===== src/rtl/register_file_if.sv =====
// Operand-fetch / writeback bus of the architectural register file.
// The datapath is the master, the register file is the slave.
interface register_file_if;
    logic        WE3;
    logic [3:0]  A1;
    logic [3:0]  A2;
    logic [3:0]  A3;
    logic [31:0] WD3;
    logic [31:0] R15;
    logic [31:0] RD1;
    logic [31:0] RD2;

    modport master (
        output WE3, A1, A2, A3, WD3, R15,
        input  RD1, RD2
    );

    modport slave (
        input  WE3, A1, A2, A3, WD3, R15,
        output RD1, RD2
    );
endinterface


===== src/rtl/register_file.sv =====
// 16-index register file: R0-R14 in flops, index 15 reads the datapath's PC+8.
// Two combinational read ports, one synchronous write port.
module register_file (
    input  logic             CLK,
    input  logic             RESET,
    register_file_if.slave   rf
);
    logic [31:0] regs [0:14];

    // Index 15 has no storage, so writes to it are dropped; reset wins over writes.
    always_ff @(posedge CLK) begin
        if (RESET) begin
            for (int unsigned i = 0; i < 15; i++) begin
                regs[i[3:0]] <= '0;
            end
        end else if (rf.WE3 && (rf.A3 != 4'd15)) begin
            regs[rf.A3] <= rf.WD3;
        end
    end

    always_comb begin
        rf.RD1 = '0;
        rf.RD2 = '0;
        if (rf.A1 == 4'd15) rf.RD1 = rf.R15;
        else                rf.RD1 = regs[rf.A1];
        if (rf.A2 == 4'd15) rf.RD2 = rf.R15;
        else                rf.RD2 = regs[rf.A2];
    end
endmodule


===== src/flat_wrapper.sv =====
// flat-port wrapper written by rule: the top's interface ports become plain ports
module register_file_flat 
  (CLK, RESET, rf_WE3, rf_A1, rf_A2, rf_A3, rf_WD3, rf_R15, rf_RD1, rf_RD2);
  register_file_if rf_i ();
  input  logic CLK;
  input  logic RESET;
  input wire logic [$bits(rf_i.WE3)-1:0] rf_WE3;
  input wire logic [$bits(rf_i.A1)-1:0] rf_A1;
  input wire logic [$bits(rf_i.A2)-1:0] rf_A2;
  input wire logic [$bits(rf_i.A3)-1:0] rf_A3;
  input wire logic [$bits(rf_i.WD3)-1:0] rf_WD3;
  input wire logic [$bits(rf_i.R15)-1:0] rf_R15;
  output wire logic [$bits(rf_i.RD1)-1:0] rf_RD1;
  output wire logic [$bits(rf_i.RD2)-1:0] rf_RD2;
  assign rf_i.WE3 = rf_WE3;
  assign rf_i.A1 = rf_A1;
  assign rf_i.A2 = rf_A2;
  assign rf_i.A3 = rf_A3;
  assign rf_i.WD3 = rf_WD3;
  assign rf_i.R15 = rf_R15;
  assign rf_RD1 = rf_i.RD1;
  assign rf_RD2 = rf_i.RD2;
  register_file u_core (.CLK(CLK), .RESET(RESET), .rf(rf_i));
endmodule

===== config.mk =====
export PLATFORM = sky130hd
export DESIGN_NAME = register_file_flat
export DESIGN_NICKNAME = d
export VERILOG_FILES = /design/src/rtl/register_file_if.sv /design/src/rtl/register_file.sv /design/src/flat_wrapper.sv
export SDC_FILE = /design/constraint.sdc
export NUM_CORES = 1
export LEC_CHECK = 0
export ABC_AREA = 1
export BUFFER_PORTS_ARGS = -buffer_cell sky130_fd_sc_hd__buf_4
export CORE_ASPECT_RATIO = 1.1
export CORE_MARGIN = 4
export CORE_UTILIZATION = 45
export DETAILED_ROUTE_END_ITERATION = 16
export GPL_ROUTABILITY_DRIVEN = 1
export GPL_TIMING_DRIVEN = 0
export PLACE_DENSITY = 0.6
export SYNTH_ARGS = -nofsm -noshare
export SYNTH_HDL_FRONTEND = slang
export SYNTH_SLANG_ARGS = --single-unit

===== constraint.sdc =====
create_clock -name CLK -period 3.9 [get_ports CLK]
set_input_delay 0.78 -clock CLK [delete_from_list [all_inputs] [get_ports CLK]]
set_output_delay 0.78 -clock CLK [all_outputs]
set_load 0.01 [all_outputs]

== Word-level counts from Yosys, hierarchy flattened ==
Memories as Yosys holds them, arrays and structs flattened.
Cells that the tools add are included.
Cells by class
  eq/ne operators: 3
  multiplexer cells: 10
  reductions and logical operators: 2
Operators by type and width (count)
  $mux W32: 3
  $reduce_or A32 Y1: 1
  $eq A4 B4 Y1 const B: 2
  $mux W1: 6
  $mux W4: 1
  $ne A4 B4 Y1 const B: 1
  $logic_and A1 B1 Y1: 1
Storage, ports and cells
  memories kept: 1
  register bits after elaboration: 0
  input bits: 79
  output and inout bits: 64
  memory bits (writable): 480
  logic and storage cells: 16
Memory list
  u_core.regs: depth 15, bits a word 32, read ports 2, clocked after memory_dff 0, wr ports 15, line register_file.sv:8  | logic [31:0] regs [0:14];

== Logic depth before layout (Yosys ltp) ==
Gate-level depths: netlist (run 1).
  depth in word-level cells: 7
  depth in mapped cells: 12
  gate-level depth less buffers: 9

== Least setup slack after synthesis (run 1) ==
OpenSTA, ideal clock, no wires.
  path type: input port to flip-flop
  start point: in RESET
  end point: mem u_core.regs[0][0] (enable)
  setup time: 0.389 ns
  path slack: 1.224 ns
  path buffers: 1
  stages on the path: 8
  data arrival time: 2.287 ns
  data required time: 3.511 ns
  path through: clkinv_1 nand2_1 a21oi_2 nand3_1 inv_2 nand2_1 clkbuf_1 nand2_1
RTL lines
  start: declaration: line flat_wrapper.sv:6  | input logic RESET;
  end: declaration: line register_file.sv:8

== Final worst setup path (run 1) ==
  start point: in rf_A2[1]
  end point: out rf_RD2[15]
Between the ends
  cells in the longest elaborated chain, start to end: 2
  elaborated cells between the ends (all ways): 3
  classes of those cells: 1 x eq/ne; 1 x mux; 1 x memory
Ends and longest elaborated chain
  start: declaration: line flat_wrapper.sv:9  | input wire logic [$bits(rf_i.A2)-1:0] rf_A2;
  $mem_v2 Z15 W32 or $eq A4 B4 Y1 (tied branches)
  $mux W32 *: line register_file.sv:26  | if (rf.A2 == 4'd15) rf.RD2 = rf.R15;
  end: declaration: line flat_wrapper.sv:14  | output wire logic [$bits(rf_i.RD2)-1:0] rf_RD2;
Mark *: on every way between the ends. The rest lies on a longest branch, timed or not.

==> flow_summary.ini, run 1 <==
[run_status]
status = finished, final reports clean

[power_and_ir_drop]
power.density_nw_per_um2 = 419
max-vdd-ir-drop_v = 0.000487
leakagePower_nw = 15.8
p_total_mw = 14.0

[sta]
maxSlewViolCount = 0
fmax_mhz = 257
final-setup-viol-count = 0
rsz0062_at_grt = no
finalCritPeriodShare = 0.998
max_slew_margin = 0.297
whs_ns = 0.328
final_hold_viol_count = 0
tightestPinTransition_ns = 1.05
fin_crit_ns = 3.89

[logic_synthesis]
synthTopCellsByArea = edfxtp_1 (52%), nand2_1 (17%), nand3_1 (10%)
syn_inst = 3932
yosysWarnings = 0
syn-cell-area_um2 = 29300
synth.largest_area_cell = edfxtp_1
ys_seq_elements = 512
yosysUniqueCellTypes = 18
avgSynthCellArea_um2 = 7.45
synth_top_cell_area_share = 0.525
yosysSeqAreaShare = 0.525

[grt]
grt_pass1_wl_mm = 162
first_global_vias = 26263
overflow = 0
track_usage = 0.315
antenna_found_initial = 0
grt_max_degree = 33

[layout]
diodes = 0
reg.largest.list = u_core.regs x512
nFillCells = 6364
drive_gt1_frac = 0.0828
areaGrowthSynthToFinish_pct = 14.4
final_net_count = 4247
final_cell_mix = nand2_1 (1300), nand3_1 (613), nor2_1 (581)
top_register = u_core.regs
layout_commonest_cell = nand2_1
largest_reg_flops = 512

[route]
drc_errors = 0
vias = 27675
routed_wl_mm = 111
wl_per_cell_um = 22.0
via_per_inst = 5.48
drt_pass1_iterations = 6
drt_iter0_drc = 3365
ant_nets = 0

[cts]
cts_tree = done
htreeDepth = 2
clock_sinks = 512
post_cts_resized = 0
hold_buffers = 0
numCtsBuffers = 58
root_buffer = clkbuf_16
post_cts_buffers = 0
clk_pin_slew_ns = 0.06
cts_buffer_depth = 3

[critical_path]
worstPathCellList = buf_2 -> nand3_2 -> inv_1 -> nand2_2 -> clkbuf_4 -> buf_2 -> nor2_1 -> a21oi_1 -> buf_4
cp_data_required_time_ns = 3.12
start_kind = input port
slowest_stage = a21oi_1
crit_path_frequent_cell = buf_2
setup.worst_path.end_class = output pin
crit_type = in2out
crit_arrival_ns = 3.11
critical_path.max_fanout = 10
cpPeakStageDelay_ns = 0.42

[floorplan]
die_y_um = 276
start_util = 0.457
die_width_um = 251
rows = 97
pin_count = 143
fp.coreArea_um2 = 64100
die_area_um2 = 69300

[worst_hold_path]
hold_end = u_core.regs[15][22]
hold_depth = 1
hp-class = in2reg
hold_path_startpoint = rf_WD3[22]

[placement]
routabilityCongestion = 0.956
port_buffers = 137
dp_hpwl_mm = 82.4

[flow_run]
cap_viol_max_count = 0
==> kinds of logic after synthesis <==
logic type	synth area share
simple gates	0.348
buf+inv	0.105
flops	0.525
compound gates	0.0222
other cells	0.000128
==> worst max-delay path: cells and delay by family <==
kind / cells / cell delay [ns]
AOI/OAI and AO/OA: 1 / 0.42
and+or+nand+nor: 3 / 0.59
buffers and inverters: 5 / 1.31
==> report_power, final <==
group	total (mW)	switching, mW	leakage (nW)	internal (mW)
logic	2.18	1.55	10.0	0.629
clock network	5.38	2.37	0.869	3.01
registers	6.47	0.0949	4.89	6.38
total	14.0	4.01	15.8	10.0
==> layout make-up <==
type | count | area, um^2 | share of cell area
sequential | 512 | 15400 | 0.459
timing repair buffer | 145 | 1200 | 0.0359
clock inverter | 32 | 216 | 0.00646
inverter | 501 | 1880 | 0.0561
clock buffer | 73 | 1570 | 0.0469
tap | 841 | 1050 | 0.0314
buffer | 277 | 1190 | 0.0357
multi-input combinational | 2673 | 11000 | 0.329
==> worst max-delay path by stage <==
| stage | from | end | depth (start not counted) |
|---|---|---|---|
| after detailed placement | RESET | u_core.regs[3][5] | 9 |
| after floorplan | RESET | u_core.regs[0][0] | 8 |
| final | rf_A2[1] | rf_RD2[15] | 9 |
| after CTS | rf_A1[0] | rf_RD1[16] | 10 |
| after global placement | RESET | u_core.regs[11][5] | 9 |
| after global routing | rf_A2[1] | rf_RD2[13] | 9 |
==> through the flow <==
| step | area, um^2 | util | setup slack [ns] | instances | setup TNS (ns) |
|---|---|---|---|---|---|
| after floorplan | 29400 | - | 1.22 | 3963 | 0 |
| after global placement | 31500 | 0.492 | -0.657 | 4941 | -116.46 |
| after CTS | 33500 | 0.523 | 0.00995 | 5054 | 0 |
| after detailed placement | 31700 | 0.495 | -0.259 | 4949 | -19.58 |
| final | 33500 | 0.523 | 0.00648 | 5054 | 0 |
| after global routing | 33500 | 0.523 | 0.00202 | 5054 | 0 |
==> routing by layer <==
layer	vias to the layer above	GRT usage	part of all wire	wire, um
li1	12815	-	-	-
met1	13044	0.406	0.38	42700
met2	1512	0.506	0.45	50300
met3	304	0.0578	0.10	11100
met4	0	0.173	0.064	7180
met5	-	0	0	0
==> cell usage after synthesis <==
cell,instances
nand2_2,1
clkbuf_2,1
clkinv_1,3
clkbuf_1,150
edfxtp_1,512
buf_2,101
nor2_1,582
nand2_1,1315
inv_1,494
nand3_1,613
nand3_2,1
buf_4,6
buf_1,19
o21ai_0,32
inv_2,4
a21oi_2,1
conb_1,1
a21oi_1,96
Power figures use the tool's default switching activity.
==> inputs of run 2 (changes only) <==
--- a/config.mk
+++ b/config.mk
@@ -10,6 +10,7 @@
 export CORE_ASPECT_RATIO = 1.1
 export CORE_MARGIN = 4
 export CORE_UTILIZATION = 45
+export CTS_BUF_LIST = sky130_fd_sc_hd__clkbuf_4 sky130_fd_sc_hd__clkbuf_8 sky130_fd_sc_hd__clkbuf_16
 export DETAILED_ROUTE_END_ITERATION = 16
 export GPL_ROUTABILITY_DRIVEN = 1
 export GPL_TIMING_DRIVEN = 0
==> run 2 against run 1 <==
The run now ends with negative setup slack left. Routed wire length decreased by 0.21%. Core utilization increased by 0.074 points. First-iteration DRC count increased by 0.53%. Non-clock buffer count unchanged.
==> flow_summary.ini, run 2 (synthesis results as in run 1) <==
[run_status]
status = complete, but fails checks
failed_checks = negative setup slack

[floorplan]
pin_count = 143
die_y_um = 276
die_area_um2 = 69300
start_util = 0.457
die_width_um = 251
rows = 97
fp.coreArea_um2 = 64100

[placement]
place_ws_ns = -0.259
placed_cell_area_um2 = 31700
dp_hpwl_mm = 82.4
port_buffers = 137
routabilityCongestion = 0.956

[sta]
tightestPinTransition_ns = 1.06
max_slew_margin = 0.295
worst_slack_ns = -0.00309
fmax_mhz = 256
fin_crit_ns = 3.90
final-setup-viol-count = 1
final_hold_viol_count = 0
finalCritPeriodShare = 1.00
rsz0062_at_grt = no
maxSlewViolCount = 0

[layout]
largest_reg_flops = 512
reg.largest.list = u_core.regs x512
final_net_count = 4247
top_register = u_core.regs
drive_gt1_frac = 0.0857
nFillCells = 6351
final_util = 0.524
final_cell_mix = nand2_1 (1300), nand3_1 (613), nor2_1 (581)
areaGrowthSynthToFinish_pct = 14.5
layout_commonest_cell = nand2_1
fin_area_um2 = 33600

[worst_hold_path]
hold_depth = 1
hold_end = u_core.regs[15][18]
hp-class = in2reg
hold_path_startpoint = rf_WD3[18]

[power_and_ir_drop]
power.density_nw_per_um2 = 420
leakagePower_nw = 15.8
max-vdd-ir-drop_v = 0.000487

[critical_path]
crit_arrival_ns = 3.12
critical_path.max_fanout = 10
cp_data_required_time_ns = 3.12
start_kind = input port
crit_type = in2out
startpoint = rf_A2[1]
setup.worst_path.end_class = output pin

[grt]
first_global_vias = 26264
grt_max_degree = 33
track_usage = 0.314
overflow = 0
antenna_found_initial = 0
grt_pass1_wl_mm = 162

[route]
ant_nets = 0
drc_errors = 0
vias = 27575
via_per_inst = 5.45
routed_wl_mm = 111
wl_per_cell_um = 22.0
drt_pass1_iterations = 6
drt_iter0_drc = 3383

[cts]
htreeDepth = 2
clk_pin_slew_ns = 0.06
post_cts_resized = 0
numCtsBuffers = 58
post_cts_buffers = 0
cts_buffer_depth = 3
cts_tree = done
clock_sinks = 512
hold_buffers = 0
root_buffer = clkbuf_16

[flow_run]
cap_viol_max_count = 0
## run 2: layout make-up
class                   instances  area, um^2  area share
inverters                     501        1880      0.0560
well taps                     841        1050      0.0314
repair buffers                145        1200      0.0359
diodes                          1        2.50   0.0000746
clock inverters                32         216     0.00645
multi-input cells            2673       11000       0.328
clock buffers                  73        1620      0.0482
plain buffers                 277        1190      0.0356
flip-flops and latches        512       15400       0.458
## run 2: worst max-delay path by stage
stage / to / slack [ns] / cells after the start
final: rf_RD2[15] / -0.003 / 9
after CTS: rf_RD1[16] / 0.01 / 10
after global routing: rf_RD2[13] / 0.002 / 9
after global placement: u_core.regs[11][5] / -0.66 / 9
after floorplan: u_core.regs[0][0] / 1.22 / 8
after detailed placement: u_core.regs[3][5] / -0.26 / 9
## run 2: metrics by stage
stage,cells,hold WS [ns],total power [mW],setup TNS (ns)
final,5055,0.327,14.1,-0.00309
after global routing,5054,0.309,14.5,0
after CTS,5054,0.298,14.1,0
after detailed placement,4949,0.970,8.72,-19.58
after global placement,4941,0.968,8.68,-116.46
after floorplan,3963,0.879,7.78,0
## run 2: per-layer routing
metal  global-route usage  wire, um  part of all wire
met4                0.173      7190             0.065
met5                    0         0                 0
met2                0.506     50200              0.45
met1                0.406     42500              0.38
met3               0.0564     11300              0.10
## run 2: critical path, cell delays in order
cell      delay [ns]
buf_2           0.22
nand3_2         0.26
inv_1           0.12
nand2_2         0.26
clkbuf_4        0.39
buf_2           0.35
nor2_1          0.07
a21oi_1         0.44
buf_4           0.22
## run 2: report_power, final
group / leakage, nW / internal [mW] / switching [mW]
logic: 10.0 / 0.629 / 1.54
clock network: 0.910 / 3.10 / 2.35
registers: 4.89 / 6.38 / 0.0950
total: 15.8 / 10.1 / 3.99
